`src/rtl/iq_read.sv`:
```
// iq_read: unpacks interleaved little-endian I/Q byte stream into
// quantized signed DATA_WIDTH samples written to paired I/Q FIFOs.
module iq_read #(
    parameter int DATA_WIDTH = 32,
    parameter int BYTE_WIDTH = 8,
    parameter int QUANT_BITS = 10
) (
    input  logic                         clk,
    input  logic                         rst,
    input  logic [BYTE_WIDTH-1:0]        in_dout,
    input  logic                         in_empty,
    output logic                         in_rd_en,
    output logic signed [DATA_WIDTH-1:0] i_out,
    output logic signed [DATA_WIDTH-1:0] q_out,
    output logic                         i_wr_en,
    output logic                         q_wr_en,
    input  logic                         i_full,
    input  logic                         q_full
);

    localparam int SAMPLE_WIDTH = 2 * BYTE_WIDTH;

    typedef enum logic [2:0] {
        S_I_LO,
        S_I_HI,
        S_Q_LO,
        S_Q_HI,
        S_WRITE
    } state_t;

    state_t                  r_state;
    logic [BYTE_WIDTH-1:0]   r_i_lo;
    logic [BYTE_WIDTH-1:0]   r_i_hi;
    logic [BYTE_WIDTH-1:0]   r_q_lo;
    logic [DATA_WIDTH-1:0]   r_i_out;
    logic [DATA_WIDTH-1:0]   r_q_out;

    logic                    w_byte_state;
    logic                    w_pop;
    logic                    w_push;
    logic [SAMPLE_WIDTH-1:0] w_i_raw;
    logic [SAMPLE_WIDTH-1:0] w_q_raw;
    logic [DATA_WIDTH-1:0]   w_i_ext;
    logic [DATA_WIDTH-1:0]   w_q_ext;
    logic [DATA_WIDTH-1:0]   w_i_quant;
    logic [DATA_WIDTH-1:0]   w_q_quant;

    // Handshake strobes: pop in any byte state with data, push only when both FIFOs have room
    always_comb begin
        w_byte_state = (r_state != S_WRITE);
        w_pop        = rst & w_byte_state & ~in_empty;
        w_push       = rst & (r_state == S_WRITE) & ~i_full & ~q_full;
    end

    assign in_rd_en = w_pop;
    assign i_wr_en  = w_push;
    assign q_wr_en  = w_push;
    assign i_out    = r_i_out;
    assign q_out    = r_q_out;

    // Sample assembly and quantization; Q high byte is taken straight from the FIFO head
    always_comb begin
        w_i_raw   = {r_i_hi, r_i_lo};
        w_q_raw   = {in_dout, r_q_lo};
        w_i_ext   = {{(DATA_WIDTH-SAMPLE_WIDTH){w_i_raw[SAMPLE_WIDTH-1]}}, w_i_raw};
        w_q_ext   = {{(DATA_WIDTH-SAMPLE_WIDTH){w_q_raw[SAMPLE_WIDTH-1]}}, w_q_raw};
        w_i_quant = w_i_ext << QUANT_BITS;
        w_q_quant = w_q_ext << QUANT_BITS;
    end

    // Byte-sequencing FSM with byte and sample registers
    always_ff @(posedge clk or negedge rst) begin
        if (!rst) begin
            r_state <= S_I_LO;
            r_i_lo  <= '0;
            r_i_hi  <= '0;
            r_q_lo  <= '0;
            r_i_out <= '0;
            r_q_out <= '0;
        end else begin
            case (r_state)
                S_I_LO: if (!in_empty) begin
                    r_i_lo  <= in_dout;
                    r_state <= S_I_HI;
                end
                S_I_HI: if (!in_empty) begin
                    r_i_hi  <= in_dout;
                    r_state <= S_Q_LO;
                end
                S_Q_LO: if (!in_empty) begin
                    r_q_lo  <= in_dout;
                    r_state <= S_Q_HI;
                end
                S_Q_HI: if (!in_empty) begin
                    r_i_out <= w_i_quant;
                    r_q_out <= w_q_quant;
                    r_state <= S_WRITE;
                end
                S_WRITE: if (!i_full && !q_full) begin
                    r_state <= S_I_LO;
                end
                default: r_state <= S_I_LO;
            endcase
        end
    end

endmodule
```
`config.mk`:
```
export PLATFORM = sky130hd
export DESIGN_NAME = iq_read
export DESIGN_NICKNAME = d
export VERILOG_FILES = /design/src/rtl/iq_read.sv
export SDC_FILE = /design/constraint.sdc
export NUM_CORES = 1
export LEC_CHECK = 0
export ABC_CLOCK_PERIOD_IN_PS = 3000
export BUFFER_PORTS_ARGS = -buffer_cell sky130_fd_sc_hd__buf_4
export CAP_MARGIN = 10
export CORE_MARGIN = 2
export CORE_UTILIZATION = 53
export CTS_BUF_LIST = sky130_fd_sc_hd__clkbuf_8
export DETAILED_ROUTE_END_ITERATION = 8
export PLACE_DENSITY_LB_ADDON = 0.15
export REMOVE_ABC_BUFFERS = 1
export SLEW_MARGIN = 20
export SYNTH_ARGS = -nofsm -noshare
export SYNTH_HDL_FRONTEND = slang
export SYNTH_SLANG_ARGS = --single-unit
```
`constraint.sdc`:
```
create_clock -name clk -period 3 [get_ports clk]
set_input_delay 0.3 -clock clk [delete_from_list [all_inputs] [get_ports clk]]
set_output_delay 0.3 -clock clk [all_outputs]
set_load 0.01 [all_outputs]
```
==> results of run 1 <==
-- worst max-delay path, cell delays in order, from the launching register on --
cell	delay [ps]
dfrtp_1	620
nor3b_1	360
and3_1	230
buf_4	120
-- stage by stage --
step | std cells | utilization (%) | worst slack (ps) | power [µW] | hold WS [ps]
detailed placement | 280 | 61.1 | 1220 | 2820 | 151
floorplan | 151 | - | 1040 | 2160 | 4.41
global route | 297 | 65.0 | 952 | 3630 | 218
global placement | 280 | 61.1 | 1220 | 2750 | 149
finish | 297 | 65.0 | 1040 | 3400 | 234
CTS | 297 | 65.0 | 1040 | 3450 | 218
-- logic make-up after synthesis --
family / count (synthesis) / synth area share, %
buffers and inverters: 40 / 12.3
other: 1 / 0.145
xor gates and xnor gates: 1 / 0.339
AOI/OAI and AO/OA: 1 / 0.194
muxes: 56 / 24.4
DFF: 59 / 57.2
and+or+nand+nor: 14 / 5.47
-- placed cells by master, fill, tap and decap left out --
| cell type | count |
|---|---|
| nor3_4 | 1 |
| inv_1 | 3 |
| nand2_1 | 1 |
| nand2b_1 | 1 |
| nor4b_4 | 2 |
| clkinv_2 | 2 |
| mux2_2 | 54 |
| nor4_4 | 1 |
| nor2_1 | 2 |
| and3_1 | 1 |
| nor3_1 | 1 |
| clkbuf_8 | 11 |
| dlygate4sd3_1 | 1 |
| mux2_1 | 2 |
| xnor2_1 | 1 |
| nor2b_1 | 2 |
| buf_4 | 62 |
| nor3b_1 | 2 |
| o21ai_0 | 1 |
| conb_1 | 20 |
| dfrtp_1 | 59 |
-- path summary, 6_finish.rpt --
check                      cells past startpoint         to  slack [ps]        from
max                                            3    q_wr_en        1040  r_state[2]
min                                            2  r_i_lo[6]         230  in_dout[6]
max reg2reg                                    2  r_q_lo[5]        1190  r_state[2]
min reg2reg                                    1  q_out[16]         490   q_out[16]
max in group asynchronous                      3  r_i_hi[3]        1810         rst
min in group asynchronous                      2  i_out[19]         360         rst
-- final cells by class --
cell class                 instances  area [µm²]
clock buffer                      11         151
sequential                        59        1480
multi-input combinational         92         861
timing repair buffer              63         475
tap                               67        83.8
fill                             338        1650
clock inverter                     5        21.3
-- what timing repair did --
| item | 4_1_cts | 5_1_grt |
|---|---|---|
| buffers inserted | 0 | 0 |
| hold buffers | 1 | 0 |
| endpoints found under the hold margin | 11 | 0 |
-- sequential cells by signal, summed over array words and instances (netlist names) --
name     count
r_i_hi       8
i_out       16
q_out       16
r_q_lo       8
r_i_lo       8
r_state      3
-- metal layers --
layer  track usage [%]  part of all wire, %  up-vias
met2              29.6                   52       48
li1                  -                    -      641
met3              4.66                  4.7        7
met1              22.8                   42      719
met5                 0                    0        -
met4              8.48                  1.4        0
-- report_power, final --
part / total, µW / internal, µW / switching, µW
clock network: 616 / 333 / 283
logic: 1320 / 804 / 513
registers: 1470 / 1200 / 267
total: 3400 / 2340 / 1060
-- cells in the mapped netlist (all sizes together) --
cell type	instances
mux2	56
nand2	1
nor2	2
dfrtp	59
buf	40
xnor2	1
conb	1
nor3b	2
nand2b	1
and3	1
nor4	1
nor4b	2
nor2b	2
o21ai	1
nor3	2
==> results.ini, run 1 <==
[outcome]
status=complete, no violations

[yosys]
synth-seq-area-share_pct=57.2
synthCells=172
synth.area.top_cells=dfrtp_1 (57%), mux2_2 (24%), buf_4 (9.9%)
syn_area_mm2=0.00258
ys_types=19
ys_warn_count=0
syn_area_per_cell_um2=15.0
synth-seq-cells=59
yosys.area.top_type=dfrtp_1
yosys.area.top_type_share_pct=57.2

[floorplanning]
fp.coreArea_mm2=0.00472
initial_core_util_pct=54.7
die_h_um=73.8
dieArea_mm2=0.00545
boundaryPins=80
rows=25
die_x_um=73.8

[power_and_ir_drop]
power-per-cell-area_mw_per_mm2=1110
vdd_drop_max_v=0.000547
p_leak_uw=0.00145

[drt]
drtAntennaViolNets=0
drt-total-wl_um=4350
drc=0
vias=1415
avgRoutedWirePerCell_um=14.6
dr.pass1.iters=4
vias_per_cell=4.76
dr.first_iter.drc_count=36

[run]
drv_cap=0

[timing]
finalCritPeriodShare_pct=65.3
setup_viol=0
worst_pin_slew_ps=744
relSlewSlack_pct=50.2
period_needed_ps=1960
report.final.hold_viol_count=0
fmax_ghz=0.511
drv_slew=0
rsz0062_at_grt=no
fin_skew_ps=10.5
fin_tns_setup_ps=0

[clock_network]
clkLatencyLatePin_ps=320
h-tree-depth=3
clk_pin_slew_ps=70
cts-root-buf=clkbuf_8
cts_inserted_buffers=9
cts_tree=done
post_cts_resized=0
clk_path_buf_depth=2
cts.sinks=59

[grt]
grt_pass1_vias=1513
grtUsageTotal_pct=18.2
grt_overflow=0
grt_antenna_before_repair=0
grt_pass1_wl_um=7310
grt_max_degree=49

[critical_path]
crit_type=flop to primary output
crit_arrival_ps=1660
cp-start-kind=flop
cp.required_ps=2700
cp-end-kind=primary output
crit_fanout=7

[placed_design]
post-dp-hpwl_um=3050
portBuffers=59
placed_cell_area_mm2=0.00289
gp_congestion=0.695

[final_layout]
fin_area_mm2=0.00307
final_nets=238
synthToLayoutAreaGrowth_pct=18.8
num_antenna_cells=0
final_layout_size_suffix_gt1_share_pct=57.8

[worst_hold_path]
hold_class=input pin to flop

Note: power is estimated with default switching activity, not from simulation.
==> inputs of run 2 (changes only) <==
ABC_AREA = 1   (was not set)
ABC_CLOCK_PERIOD_IN_PS = 1600   (was 3000)
CORE_UTILIZATION = 48   (was 53)
clock period = 1.6 ns   (was 3 ns; I/O delays follow)
==> results.ini, run 2 <==
[timing]
setup_viol=0  ; unchanged
fmax_ghz=0.653
drv_slew=0  ; unchanged
rsz0062_at_grt=no
fin_ws_ps=68.3  ; -973 ps
relSlewSlack_pct=58.1  ; +8.0 points
period_needed_ps=1530
whs_ps=150  ; -83.5 ps
fin_tns_setup_ps=0  ; unchanged
fin_skew_ps=5.48  ; -5.00 ps
report.final.hold_viol_count=0  ; unchanged
finalCritPeriodShare_pct=95.7
worst_pin_slew_ps=628  ; -116 ps

[drt]
drtAntennaViolNets=0  ; unchanged
vias_per_cell=4.62  ; -3.0%
vias=1881  ; +33%
avgRoutedWirePerCell_um=11.9  ; -19%
dr.first_iter.drc_count=187  ; +420%
dr.pass1.iters=4  ; unchanged
drt-total-wl_um=4840  ; +11%
drc=0  ; unchanged

[clock_network]
clk_pin_slew_ps=60  ; about the same
clk_path_buf_depth=2  ; unchanged
cts_tree=done
cts.sinks=59  ; unchanged
cts_setup_buffers=0  ; unchanged
clkLatencyLatePin_ps=330  ; about the same
h-tree-depth=3  ; unchanged
cts_inserted_buffers=9  ; unchanged
cts-root-buf=clkbuf_8

[yosys]
yosys.area.top_type=dfrtp_1
syn_area_per_cell_um2=9.68  ; -36%
synth_ff_type=dfrtp_1
synth-seq-area-share_pct=54.5  ; -2.7 points
ys_warn_count=0  ; unchanged
ys_types=16  ; -3
yosys.cell_count.top_type=nand2_1
synth_edf_count=0  ; unchanged
synth_commonest_cells=nand2_1 (91), dfrtp_1 (59), buf_4 (37)
syn_area_mm2=0.00271  ; +4.9%
yosys.area.top_type_share_pct=54.5  ; -2.7 points
synth-seq-cells=59  ; unchanged
synth.area.top_cells=dfrtp_1 (54%), nand2_1 (13%), buf_4 (10%)
async_reset_ff_share_pct=100  ; unchanged
synthCells=280  ; +63%

[grt]
grt_max_degree=51  ; +4.1%
grt_pass1_wl_um=8170  ; +12%
grt_antenna_before_repair=0  ; unchanged
grt_pass1_vias=1782  ; +18%
grt_overflow=0  ; unchanged
grtUsageTotal_pct=17.2  ; -0.99 points

[final_layout]
final_common_cell=nand2_1
mostFrequentLayoutCells=nand2_1 (91), buf_4 (64), dfrtp_1 (58), nand3_1 (29), o21ai_2 (24)
post-route-util_pct=58.0  ; -7.0 points
final_nets=344  ; +45%
num_antenna_cells=0  ; unchanged
synthToLayoutAreaGrowth_pct=17.0
final_layout_size_suffix_gt1_share_pct=33.4  ; -24 points

[outcome]
status=complete, no violations

[critical_path]
cp-start-kind=flop
crit_type=flop to primary output
r2r_cells=5  ; +3
path_cells=nor2_1, nand2_1, nor3b_2, buf_4
cp_slowest_cell=dfrtp_2
crit_fanout=5  ; -2
worst-r2r-setup-slack_ps=150  ; -1040 ps
timing.rr.start=r_state[1]
cp-end-kind=primary output
slowest_delay_ps=440  ; -180 ps
crit_arrival_ps=1370  ; -290 ps
r2r-end=q_out[22]
cp.required_ps=1440  ; -1260 ps

[worst_hold_path]
hold_class=input pin to flop
hp-start=in_dout[7]
hold_path_depth=3  ; +1
holdPathEnd=r_i_hi[7]

[floorplanning]
dieArea_mm2=0.00626  ; +15%
rows=27  ; +8.0%
fp.coreArea_mm2=0.00547  ; +16%
die_h_um=79.1  ; +7.2%
die_x_um=79.1  ; +7.2%
initial_core_util_pct=49.5  ; -5.2 points
boundaryPins=80  ; unchanged

[run]
drv_cap=0  ; unchanged

[power_and_ir_drop]
vdd_drop_max_v=0.000961  ; +76%
p_leak_uw=0.00175  ; +21%
power-per-cell-area_mw_per_mm2=1920  ; +74%
p_total_uw=6100  ; +79%

[placed_design]
portBuffers=59  ; unchanged
post-dp-hpwl_um=3270  ; +7.2%
pre_cts_slack_ps=144  ; -1070 ps
gp_congestion=0.711  ; +2.3%

-- run 2: cell types whose count changed after synthesis, moves of 3 or more --
cell	previous run	this run
o21ai_0	1	8
nand2_1	1	91
nand2_4	0	3
nand3_1	0	29
o21ai_2	0	24
buf_4	34	37
mux2_2	54	0
inv_1	0	11
-- run 2: worst max path at each step --
stage               start   endpoint  cells after the start
2_1_floorplan  r_state[2]  q_out[25]                      4
3_3_place_gp   r_state[1]  q_out[24]                      5
3_5_place_dp   r_state[1]  q_out[23]                      5
4_1_cts        r_state[0]    i_wr_en                      4
5_1_grt        r_state[0]    i_wr_en                      4
6_report       r_state[0]    i_wr_en                      4
-- run 2: what timing repair did --
action / in CTS / in global routing
hold endpoints to repair: 9 / 0
hold buffers: 1 / 0
setup endpoints to repair: 2 / 2
gates resized for setup: 1 / 1
-- run 2: cell families after synthesis --
family | after synthesis | share of synthesized area [%]
compound gates | 32 | 9.23
buf+inv | 57 | 15.0
simple gates | 131 | 21.2
other cells | 1 | 0.138
flops | 59 | 54.5
-- run 2: through the flow --
| step | std cells | cell area, µm² |
|---|---|---|
| 3_3_place_gp | 391 | 3000 |
| 3_5_place_dp | 391 | 3000 |
| 5_1_grt | 407 | 3170 |
| 6_report | 407 | 3170 |
| 4_1_cts | 407 | 3170 |
| 2_1_floorplan | 255 | 2420 |
-- run 2: report_power, final --
| part | switching (µW) | internal (µW) | total (µW) |
|---|---|---|---|
| combinational | 1320 | 1100 | 2420 |
| clock | 543 | 575 | 1120 |
| sequential | 408 | 2150 | 2560 |
| total | 2270 | 3830 | 6100 |
-- run 2: worst max-delay path, delay by kind of cell, from the launching register on --
kind / cells / cell delay [ps]
buf+inv: 1 / 150
simple gates: 3 / 450
flops: 1 / 440
-- run 2: cell type report --
cell class,count,area (µm²)
Multi-Input combinational cell,183,905
Fill cell,523,2300
Clock inverter,5,22.5
Timing Repair Buffer,65,490
Tap cell,72,90.1
Inverter,13,48.8
Clock buffer,10,138
Sequential cell,59,1480
-- run 2: layer usage --
| layer | track usage, % | wire, µm | vias to the layer above | part of all wire, % |
|---|---|---|---|---|
| met2 | 27.3 | 2290 | 54 | 47 |
| met4 | 7.24 | 83 | 0 | 1.7 |
| met1 | 21.6 | 2180 | 876 | 45 |
| met3 | 5.91 | 282 | 10 | 5.8 |
| li1 | - | - | 941 | - |
| met5 | 0 | 0 | - | 0 |
